==> config.mk <==
export PLATFORM = sky130hd
export DESIGN_NAME = daq_page_ring
export DESIGN_NICKNAME = d
export VERILOG_FILES = /design/src/rtl/daq_page_ring.sv
export SDC_FILE = /design/constraint.sdc
export NUM_CORES = 1
export LEC_CHECK = 0
export BUFFER_PORTS_ARGS = -buffer_cell sky130_fd_sc_hd__buf_2
export CORE_MARGIN = 5
export CORE_UTILIZATION = 62
export CTS_CLUSTER_SIZE = 8
export DETAILED_ROUTE_END_ITERATION = 10
export PLACE_DENSITY = 0.8
export SLEW_MARGIN = 5
export SYNTH_ARGS = -nofsm -noshare
export SYNTH_HDL_FRONTEND = slang
export SYNTH_SLANG_ARGS = --single-unit
==> constraint.sdc <==
create_clock -name clk -period 6.9 [get_ports clk]
set_input_delay 0 -clock clk [delete_from_list [all_inputs] [get_ports clk]]
set_output_delay 0 -clock clk [all_outputs]
set_load 0.01 [all_outputs]
==> src/rtl/daq_page_ring.sv <==
// daq_page_ring: page-ring write/read bookkeeping between the event framer and the event buffer.
// Optional high-water tracking is built when DAQ_PAGE_RING_HWM_EN is defined.
module daq_page_ring #(
    parameter  int DATA_W      = 32,
    parameter  int MEM_AW      = 15,
    parameter  int MIN_PAGE_AW = 9,
    parameter  int DROP_W      = 16,
    localparam int PID_W       = MEM_AW - MIN_PAGE_AW,
    localparam int LEN_W       = MIN_PAGE_AW + 3
) (
    input  logic              clk,
    input  logic              reset_n,
    input  logic              flush,
    input  logic [1:0]        page_size,
    input  logic              in_valid,
    input  logic              in_sof,
    input  logic              in_eof,
    input  logic [DATA_W-1:0] in_data,
    output logic              mem_we,
    output logic [MEM_AW-1:0] mem_waddr,
    output logic [DATA_W-1:0] mem_wdata,
    output logic              rd_avail,
    output logic [PID_W-1:0]  rd_page_id,
    output logic [LEN_W-1:0]  rd_len,
    output logic              rd_trunc,
    input  logic              rd_release,
    input  logic [PID_W-1:0]  len_sel,
    output logic [LEN_W:0]    len_peek,
    output logic [PID_W:0]    occupancy,
    output logic              full,
    output logic              empty,
    output logic [DROP_W-1:0] drop_count,
    output logic [PID_W:0]    hwm
);

    typedef enum logic [1:0] {
        S_IDLE,
        S_FILL,
        S_DISCARD
    } wr_state_e;

    wr_state_e         state_q, state_d;
    logic [1:0]        mode_q;
    logic [PID_W:0]    wr_ptr_q, rd_ptr_q;
    logic [LEN_W-1:0]  offset_q, offset_d;
    logic              trunc_q, trunc_d;
    logic [DROP_W-1:0] drop_q;
    logic              mem_we_q;
    logic [MEM_AW-1:0] mem_waddr_q, waddr_d;
    logic [DATA_W-1:0] mem_wdata_q;
    logic [LEN_W:0]    len_peek_q;
    logic [LEN_W:0]    len_mem [2**PID_W];

    logic [PID_W:0]    ptr_mask, page_cnt, occ_w;
    logic [PID_W-1:0]  id_mask, wr_id, rd_id;
    logic [LEN_W-1:0]  page_words;
    logic              full_w, empty_w, sof_w, eof_w, rel_ok;
    logic              start_ev, drop_ev, word_we, commit;

    // Mode m shrinks the page count by 2^m and grows the page by 2^m; pointers wrap at 2P.
    assign ptr_mask   = {(PID_W+1){1'b1}} >> mode_q;
    assign id_mask    = {PID_W{1'b1}} >> mode_q;
    assign page_cnt   = {1'b1, {PID_W{1'b0}}} >> mode_q;
    assign page_words = {1'b1, {(LEN_W-1){1'b0}}} >> (2'd2 - mode_q);

    assign occ_w   = (wr_ptr_q - rd_ptr_q) & ptr_mask;
    assign full_w  = (occ_w == page_cnt);
    assign empty_w = (occ_w == '0);
    assign wr_id   = wr_ptr_q[PID_W-1:0] & id_mask;
    assign rd_id   = rd_ptr_q[PID_W-1:0] & id_mask;
    assign sof_w   = in_valid & in_sof;
    assign eof_w   = in_valid & in_eof;
    assign rel_ok  = rd_release & ~empty_w & ~flush;

    always_ff @(posedge clk or negedge reset_n) begin
        if (!reset_n) state_q <= S_IDLE;
        else          state_q <= state_d;
    end

    // NOTE: every always_comb output gets a default first so no latch is inferred.
    always_comb begin
        state_d = state_q;
        case (state_q)
            S_IDLE, S_DISCARD: begin
                if (sof_w)
                    state_d = in_eof ? S_IDLE : (full_w ? S_DISCARD : S_FILL);
                else if (state_q == S_DISCARD && eof_w)
                    state_d = S_IDLE;
            end
            S_FILL:  if (eof_w) state_d = S_IDLE;
            default: state_d = S_IDLE;
        endcase
        if (flush) state_d = S_IDLE;
    end

    always_comb begin
        start_ev = 1'b0;
        drop_ev  = 1'b0;
        word_we  = 1'b0;
        offset_d = offset_q;
        trunc_d  = trunc_q;
        case (state_q)
            S_IDLE, S_DISCARD: begin
                if (sof_w) begin
                    if (full_w) drop_ev  = 1'b1;
                    else        start_ev = 1'b1;
                end
            end
            S_FILL: begin
                if (sof_w) begin
                    // Abort: the partial event is dropped and the new one reuses the same page.
                    start_ev = 1'b1;
                    drop_ev  = 1'b1;
                end else if (in_valid) begin
                    if (offset_q < page_words) begin
                        word_we  = 1'b1;
                        offset_d = offset_q + LEN_W'(1);
                    end else begin
                        trunc_d = 1'b1;
                    end
                end
            end
            default: ;
        endcase
        if (start_ev) begin
            word_we  = 1'b1;
            offset_d = LEN_W'(1);
            trunc_d  = 1'b0;
        end
        commit  = eof_w & (start_ev | (state_q == S_FILL));
        waddr_d = (MEM_AW'(wr_id) << (MIN_PAGE_AW + 32'(mode_q)))
                | (start_ev ? '0 : MEM_AW'(offset_q));
        if (flush) begin
            word_we = 1'b0;
            commit  = 1'b0;
            drop_ev = 1'b0;
        end
    end

    // NOTE: sequential state uses non-blocking assignments only.
    always_ff @(posedge clk or negedge reset_n) begin
        if (!reset_n) begin
            mode_q      <= 2'd0;
            wr_ptr_q    <= '0;
            rd_ptr_q    <= '0;
            offset_q    <= '0;
            trunc_q     <= 1'b0;
            drop_q      <= '0;
            mem_we_q    <= 1'b0;
            mem_waddr_q <= '0;
            mem_wdata_q <= '0;
            len_peek_q  <= '0;
        end else begin
            mem_we_q   <= word_we;
            len_peek_q <= len_mem[len_sel];
            if (word_we) begin
                mem_waddr_q <= waddr_d;
                mem_wdata_q <= in_data;
            end
            // The mode may only change while nothing is buffered or being written.
            if (state_q == S_IDLE && empty_w && !sof_w)
                mode_q <= (page_size == 2'd3) ? 2'd2 : page_size;
            if (flush) begin
                wr_ptr_q <= '0;
                rd_ptr_q <= '0;
                offset_q <= '0;
                trunc_q  <= 1'b0;
                drop_q   <= '0;
            end else begin
                offset_q <= offset_d;
                trunc_q  <= trunc_d;
                if (commit) wr_ptr_q <= (wr_ptr_q + (PID_W+1)'(1)) & ptr_mask;
                if (rel_ok) rd_ptr_q <= (rd_ptr_q + (PID_W+1)'(1)) & ptr_mask;
                if (drop_ev && drop_q != '1) drop_q <= drop_q + DROP_W'(1);
            end
        end
    end

    // NOTE: the length store has no reset; flush keeps it and rd_len is masked until a page commits.
    always_ff @(posedge clk) begin
        if (commit) len_mem[wr_id] <= {trunc_d, offset_d};
    end

`ifdef DAQ_PAGE_RING_HWM_EN
    logic [PID_W:0] hwm_q;
    always_ff @(posedge clk or negedge reset_n) begin
        if (!reset_n)            hwm_q <= '0;
        else if (flush)          hwm_q <= '0;
        else if (occ_w > hwm_q)  hwm_q <= occ_w;
    end
    assign hwm = hwm_q;
`else
    assign hwm = '0;
`endif

    assign mem_we     = mem_we_q;
    assign mem_waddr  = mem_waddr_q;
    assign mem_wdata  = mem_wdata_q;
    assign rd_avail   = ~empty_w;
    assign rd_page_id = rd_id;
    assign rd_len     = rd_avail ? len_mem[rd_id][LEN_W-1:0] : '0;
    assign rd_trunc   = rd_avail ? len_mem[rd_id][LEN_W] : 1'b0;
    assign len_peek   = len_peek_q;
    assign occupancy  = occ_w;
    assign full       = full_w;
    assign empty      = empty_w;
    assign drop_count = drop_q;

endmodule

Word-level counts from Yosys, hierarchy flattened
Memories as Yosys holds them, arrays and structs flattened. A register that Yosys moved wholly into a read port is not among the register bits.
Index checks and enable logic that the tools add are counted.
{ "totals": {"word_cells": 104, "ram_bits": 832, "latch_bits": 0, "n_memories": 1, "ff_bits": 95, "romBits": 0} }
{ "memory_table": {"columns": ["memory", "depth", "width", "rd", "rd_ports_with_merged_regs", "wr", "line_no", "text"], "rows": [
  ["len_mem", 64, 13, 2, 1, 1, "52", "logic [LEN_W:0] len_mem [2**PID_W];"]
]} }
{ "op_classes": {"n_eq_ne": 7, "shift": 5, "n_mux": 46, "bitwise": 14, "multipliers": 0, "magnitude_cmp": 1, "reduce_logical": 13, "add_sub_neg": 7, "div_mod_pow": 0} }
{ "ops": {"columns": ["op", "n"], "rows": [
  ["$mux 12", 8],
  ["$mux 16", 2],
  ["$mux 7", 4],
  ["$mux 1", 22],
  ["$and 7x7->7", 3],
  ["$add 16x1->16 const B", 1],
  ["$ne 16x16->1 const B", 1],
  ["$or 15x12->15", 1],
  ["$shl 6x5->15", 1],
  ["$add 7x1->7 const B", 2],
  ["$mux 2", 7],
  ["$shr 7x2->7 const A", 2],
  ["$add 12x1->12 const B", 1],
  ["$and 6x6->6", 2],
  ["$lt 12x12->1", 1],
  ["$shr 12x2->12 const A", 1],
  ["$eq 7x7->1", 1],
  ["$logic_not 7->1", 1],
  ["$sub 7x7->7", 1],
  ["$reduce_bool 2->1", 3],
  ["$shr 6x2->6 const A", 1],
  ["$add 4x2->5 const A", 1],
  ["$and 1x1->1", 5],
  ["$eq 2x2->1 const B", 2],
  ["13 further kinds", 19]
]} }

Longest topological paths before layout
Gate-level depths: netlist (run 1).
{ "depth": {"word_depth": 11, "depth_mapped": 17} }

Worst setup path before layout (run 1)
OpenSTA, ideal clock, no wires.
{ "synth_path": {"path_type": "reg-to-reg", "startpoint": "register rd_ptr_q[2]", "endpoint": "memory len_mem[0][1] in the netlist's numbering (data pin)", "arrival_ns": 4.691, "slack_ns": 1.710, "required_time_ns": 6.401, "setup_ns": 0.499, "synth_period_minus_slack_ns": 5.190, "path_stages_with_launch": 12, "path_cell_list": "dfrtp_1 -> clkbuf_1 -> buf_1 -> inv_1 -> ha_1 -> xnor2_1 -> or3_1 -> or4b_4 -> a211oi_4 -> a21oi_1 -> clkbuf_1 -> nor2_1"} }
{ "synth_via": {"elab_chain_cells": 7} }
{ "synth_lines": {"columns": ["element", "line_no", "text"], "rows": [
  ["start: declaration", "44", "logic [PID_W:0] wr_ptr_q, rd_ptr_q;"],
  ["start signal: assignment", "173", "if (rel_ok) rd_ptr_q <= (rd_ptr_q + (PID_W+1)'(1)) & ptr_mask;"],
  ["$sub 7x7->7", "66", "assign occ_w = (wr_ptr_q - rd_ptr_q) & ptr_mask;"],
  ["$and 7x7->7", "66", null],
  ["via occupancy[2]", "29", "output logic [PID_W:0] occupancy,"],
  ["$eq 7x7->1", "67", "assign full_w = (occ_w == page_cnt);"],
  ["$mux 1", "105", "if (full_w) drop_ev = 1'b1;"],
  ["$mux 1", "104", "if (sof_w) begin"],
  ["$pmux 1 s2", "102", "case (state_q)"],
  ["$mux 12", "125", "if (start_ev) begin"],
  ["via offset_d[1]", "45", "logic [LEN_W-1:0] offset_q, offset_d;"],
  ["end: declaration", "52", null]
]} }
The timed path passes the listed nets, and every way through them passes these cells.

Worst setup path after layout (run 1)
{ "layout_path": {"startpoint": "register rd_ptr_q[0]", "endpoint": "memory len_mem[60][2] in the netlist's numbering (data pin)"} }
{ "layout_via": {"elab_chain_cells": 7} }
{ "layout_lines": {"columns": ["element", "line_no"], "rows": [
  ["$sub 7x7->7", "66"],
  ["$and 7x7->7", "66"],
  ["$eq 7x7->1", "67"],
  ["$mux 1", "105"],
  ["$mux 1", "104"],
  ["$pmux 1 s2", "102"],
  ["$mux 12", "125"],
  ["via offset_d[2]", "45"]
]} }
The timed path passes the listed nets, and every way through them passes these cells.

==> metrics.cfg, run 1 <==
[outcome]
status = finished clean

[layout]
area_growth_syn_to_layout_pct = 15.0
instances_no_fill = 3436
drive_above_1_share_pct = 38.7
register_area_um2 = 27700
multiInputGateArea_um2 = 15400
fin_util_pct = 71.9
nets = 2499
final_area_um2 = 50300
num-fill-cells = 3908

[logic_synthesis]
avgSynthCellArea_um2 = 20.3
synth-seq-area-share_pct = 63.3
async_flop_share_pct = 11.5
synthesis.area_um2 = 43700
ys_types = 63
dominantRegCellSynth = edfxtp_1
synth.top_cell.area_share_pct = 57.1
synthTopCellsByArea = edfxtp_1 57%, mux4_2 28%, dfrtp_1 6.2%
syn_inst = 2160
synth_edf_count = 832
yosys.area.top_type = edfxtp_1
ys_seq_elements = 940
synth_warnings = 0

[floorplanning]
die_area_um2 = 76000
die_y_um = 276
core_area_um2 = 70000
row_count = 97
io_pins = 160
die_w_um = 276
start_util_pct = 62.5

[sta]
clock.fmax_mhz = 191
rsz0062_at_grt = no
worstMarginPinSlew_ps = 1440
min_period_ps = 5240
relSlewSlack_pct = 3.78
maxSlewViolCount = 0
timing.final.crit_share_pct = 76.0
setup-violations-final = 0
finalSetupTns_ps = 0
hold_viol = 0
skew_ps = 34.3

[critical_path]
required_ps = 7180
cp-start-kind = flop
r2r_slack_ps = 1660
rr_worst_depth = 9
rr_endpoint = len_mem[60][2]
endpoint = len_mem[60][2]
r2r_start = rd_ptr_q[0]
worst-setup-path-type = flop to flop
worst_setup_path_end_kind = flop
cp.arrival_ps = 5530
cp-startpoint = rd_ptr_q[0]
cp_max_fo = 64

[place]
portBuffers = 152
placedCellCount = 3182
place_area_um2 = 45900
dpl.hpwl_mm = 71.8
place_congestion = 0.902

[route]
firstDrtPassIters = 8
viasPerCell = 7.58
postRouteAntennaNets = 0
wirelength_mm = 132
route.met3.wl_mm = 18.8
wl_per_cell_um = 38.5
drc = 0
initialDrtViolationCount = 4449
met1Wirelength_mm = 41.3
route.met2.wl_mm = 64.5
num_vias = 26000
top_layer = met4

[clocking]
clockBufferDepth = 3
insertion_delay_ps = 710
cts_num_sinks = 940
cts_tree = done
numCtsBuffers = 135
clk_pin_slew_ps = 50
cts_setup_buffers = 0
cts.htree.levels = 4
cts_root_buf = clkbuf_16

[global_route]
grt_max_degree = 167
grt_pass1_vias = 26900
antenna_found_initial = 2
grt_overflow = 0
grt_first_pass_wirelength_mm = 189
grtUsageTotal_pct = 35.5

[min_path]
min_path_cells = 3
hp-class = input pin to flop

[run]
cap_viol_max_count = 0

[power]
total_power_w = 0.0152
pwr_density_cell_nw_per_um2 = 301
p_leak_nw = 16.0
peakVddDrop_uv = 334

## state kept, by name (all words and copies together), names as in the netlist, 2 cells and up
name,cells
state_q,2
drop_count,16
wr_ptr_q,7
mem_waddr,15
rd_ptr_q,7
mem_wdata,32
offset_q,12
mode_q,2
len_mem,832
len_peek,13
## through the flow
| stage | hold slack (ps) | setup slack, ps |
|---|---|---|
| after floorplan | -296 | 1710 |
| after global placement | 103 | 1890 |
| final | 58.7 | 1660 |
| after CTS | 19.0 | 1710 |
| after detailed placement | 117 | 1760 |
| after global routing | 45.7 | 1520 |
## worst max-delay path: stages (launching register included)
cell and delay (ps):
dfrtp_4 760, ha_1 360, fa_1 500, inv_1 60, or3_1 390, or4_1 550
a211oi_4 590, a21oi_2 130, buf_4 300, nor2_4 1110
## power breakdown
group | switching [W] | internal, W | leakage, nW
sequential | 0.000191 | 0.00631 | 8.72
combinational | 0.00143 | 0.00115 | 5.43
clock | 0.00240 | 0.00369 | 1.84
total | 0.00402 | 0.0111 | 16.0
## kinds of logic (layout without fill, tap and decap cells)
group / count (synthesis) / in the layout / synth area share [%]
AOI/OAI and AO/OA: 102 / 102 / 1.48
xor gates and xnor gates: 25 / 25 / 0.500
adders and majority gates: 19 / 19 / 0.561
buffers and inverters: 185 / 514 / 1.73
DFF: 940 / 940 / 63.3
muxes: 591 / 591 / 29.3
other: 1 / 8 / 0.00857
and+or+nand+nor: 297 / 297 / 3.16
## worst min-delay path by stage
stage	startpoint	endpoint
after global placement	reset_n	mem_wdata[1]
final	in_data[0]	mem_wdata[0]
after CTS	in_data[21]	mem_wdata[21]
after global routing	in_data[9]	mem_wdata[9]
after detailed placement	reset_n	mem_wdata[10]
after floorplan	reset_n	drop_count[0]
## timing repair
action / CTS / global route
gates resized for setup: 0 / 0
hold buffers: 49 / 0
hold endpoints to repair: 126 / 0
## cell usage in the layout (no fill, tap or decap), drive strengths merged, types with 4 or more instances in the layout
cell         count
a21oi           30
and2             4
and3             5
buf            241
clkbuf         191
clkinv           5
conb             7
dfrtp          108
dlygate4sd3     48
edfxtp         832
ha              18
inv             29
mux2            36
mux2i            8
mux4           547
nand2           62
nand2b           5
nand3           24
nand4           14
nor2           124
nor2b           21
nor3             9
nor4             5
o211ai           6
o21ai           34
or2              4
or3              7
or4              5
xnor2           12
xor2            13
## final cells by class
class / count / share of cell area (%)
well taps: 940 / 2.34
diodes: 1 / 0.00497
clock inverters: 9 / 0.206
repair buffers: 290 / 4.17
clock buffers: 190 / 7.38
inverters: 25 / 0.186
flip-flops and latches: 940 / 55.0
multi-input cells: 1041 / 30.7
## cells in the mapped netlist, types with 3 or more instances
| library cell | count |
|---|---|
| a21oi_1 | 30 |
| and2_1 | 3 |
| and3_1 | 5 |
| and4_1 | 3 |
| buf_1 | 48 |
| buf_2 | 6 |
| buf_4 | 13 |
| clkbuf_1 | 92 |
| dfrtp_1 | 108 |
| edfxtp_1 | 832 |
| ha_1 | 18 |
| inv_1 | 25 |
| mux2_1 | 34 |
| mux2i_1 | 8 |
| mux4_2 | 547 |
| nand2_1 | 62 |
| nand2b_1 | 5 |
| nand3_1 | 24 |
| nand4_1 | 14 |
| nor2_1 | 124 |
| nor2b_1 | 21 |
| nor3_1 | 9 |
| nor4_1 | 5 |
| o2111ai_1 | 3 |
| o211ai_1 | 6 |
| o21a_1 | 3 |
| o21ai_0 | 20 |
| o21ai_1 | 13 |
| o31ai_1 | 3 |
| or2_2 | 3 |
| or3_1 | 7 |
| or4_1 | 5 |
| xnor2_1 | 12 |
| xor2_1 | 13 |
## metal layers
| layer | vias up | GRT usage, % |
|---|---|---|
| met2 | 2369 | 56.3 |
| met1 | 13400 | 46.0 |
| met4 | 0 | 17.0 |
| li1 | 9762 | - |
| met3 | 499 | 10.6 |
| met5 | - | 0 |
Note: power is estimated with default switching activity, not from simulation.
==> run 2: changes to the inputs <==
clock period = 5.16 ns   (was 6.9 ns; I/O delays follow)
==> run 2 against run 1 <==
Net effect:
- critical path depth up 2
- sequential power up 32%
- core utilization up 0.45 points
- count of clock-buffer cells in the layout down 4
- critical path type unchanged
- via count down 0.48%
- cell area up 0.63%
- register-to-register slack worse by 1400 ps
- largest power group unchanged
- die area unchanged
- routed wire length down 3.0%
==> metrics.cfg, run 2 (synthesized netlist as in run 1, its figures left out) <==
[sta]
hold_viol = 0
rsz0062_at_grt = no
setup_slack_ps = 266
setup-violations-final = 0
min_period_ps = 4890
maxSlewViolCount = 0
clock.fmax_mhz = 204
relSlewSlack_pct = 7.06
skew_ps = 20.1
worstMarginPinSlew_ps = 1390
timing.final.crit_share_pct = 94.9

[power]
peakVddDrop_uv = 302
pwr_density_cell_nw_per_um2 = 402
total_power_w = 0.0203
power.internal_w = 0.0149
p_leak_nw = 16.2
p_clk_share_pct = 39.8
p_switching_w = 0.00542
pwr-share-seq_pct = 42.1
swShare_pct = 26.7
pwr-share-comb_pct = 18.0

[global_route]
grt_first_pass_wirelength_mm = 187
antenna_found_initial = 5
grt_overflow = 0
grtUsageTotal_pct = 34.7
grt_max_degree = 93
grt_pass1_vias = 27000

[layout]
regMostFlops = len_mem
drive_above_1_share_pct = 39.9
final_common_cell = edfxtp_1
fin_util_pct = 72.3
nets = 2549
area_growth_syn_to_layout_pct = 15.8
largest_reg_flops = 832
final_cell_mix = 832 x edfxtp_1, 547 x mux4_2, 148 x buf_2

[critical_path]
cp_slowest_stage_delay_ps = 1090
path_delay_family = compound AO/OA/AOI/OAI gates
cp.arrival_ps = 5310
crit_top_cell = nor2_1
required_ps = 5570
worst_setup_path_end_kind = flop
cp-start-kind = flop
crit_slowest_cell = a21oi_1
worst-setup-path-type = flop to flop
cp_cell_sequence = inv_1, ha_1, nor2_1, a211o_1, a2111o_1, o211ai_1, a211oi_4, a21oi_1, nand4_1, nor2_1, buf_4
cp_max_fo = 17
worst-path-buf-inv = 2

[route]
num_vias = 25900
postRouteAntennaNets = 0
firstDrtPassIters = 8
initialDrtViolationCount = 4025
wl_per_cell_um = 36.8
viasPerCell = 7.44
drc = 0
wirelength_mm = 128

[place]
dpl.hpwl_mm = 74.8
portBuffers = 152
place_ws_ps = 477
place_congestion = 0.942

[floorplanning]
row_count = 97
die_y_um = 276
die_w_um = 276
start_util_pct = 62.5
core_area_um2 = 70000
io_pins = 160
die_area_um2 = 76000

[outcome]
status = finished clean

[clocking]
cts_root_buf = clkbuf_16
cts_tree = done
numCtsBuffers = 135
cts_resized = 0
cts.htree.levels = 4
insertion_delay_ps = 730
cts_num_sinks = 940
clk_pin_slew_ps = 50
cts_setup_buffers = 0
clockBufferDepth = 3

[min_path]
hp-class = input pin to flop

[run]
cap_viol_max_count = 0

==> run 2: routing by layer <==
metal  part of all wire, %  vias to the layer above  global-route usage (%)  routed length [um]
li1                      -                     9850                       -                   -
met1                    32                    13300                    45.6               41100
met2                    48                     2325                    53.9               61500
met3                    14                      440                    10.6               17900
met4                   5.9                        6                    17.1                7620
met5                 0.036                        -                       0                  46
==> run 2: layout make-up <==
class / count / area, um^2
well taps: 940 / 1180
multi-input cells: 1041 / 15400
clock inverters: 10 / 139
repair buffers: 340 / 2440
inverters: 25 / 93.8
flip-flops and latches: 940 / 27700
diodes: 2 / 5.00
clock buffers: 186 / 3650
fillers: 3902 / 19400
==> run 2: through the flow <==
step	cells	area, um^2	setup TNS, ps	hold WS [ps]
after global routing	3482	50600	0	37.1
after detailed placement	3236	46300	0	95.7
after floorplan	2166	43800	-19230	-296
final	3484	50600	0	31.1
after global placement	3236	46300	0	77.2
after CTS	3482	50600	0	1.68
==> run 2: worst paths after layout <==
kind | startpoint | end | slack, ps | cells past startpoint
setup / recovery | rd_ptr_q[2] | len_mem[57][11] | 270 | 11
hold / removal | in_data[29] | mem_wdata[29] | 30 | 3
setup reg to reg | rd_ptr_q[2] | len_mem[57][11] | 270 | 11
hold reg to reg | mem_waddr[0] | mem_waddr[0] | 480 | 2
max in group asynchronous | reset_n | rd_ptr_q[1] | 3850 | 4
min in group asynchronous | reset_n | mem_wdata[7] | 410 | 4
==> run 2: repair_timing <==
item                                   in CTS  in global routing
setup endpoints to repair                   0                  0
hold buffers                               50                  0
endpoints found under the hold margin     125                  0
==> run 2: power by group through the flow <==
stage / sequential (W) / clock, W / combinational, W
after floorplan: 0.00875 / 0 / 0.00231
after global placement: 0.00868 / 0 / 0.00355
after detailed placement: 0.00870 / 0 / 0.00359
after CTS: 0.00856 / 0.00817 / 0.00367
after global routing: 0.00858 / 0.00854 / 0.00388
final: 0.00856 / 0.00810 / 0.00367
==> run 2: worst reg2reg max path: cells and delay by family (launching register included) <==
kind / cells / cell delay, ps
simple gates: 3 / 1030
buf+inv: 2 / 440
flops: 1 / 640
compound gates: 5 / 2110
fa+ha+maj: 1 / 360
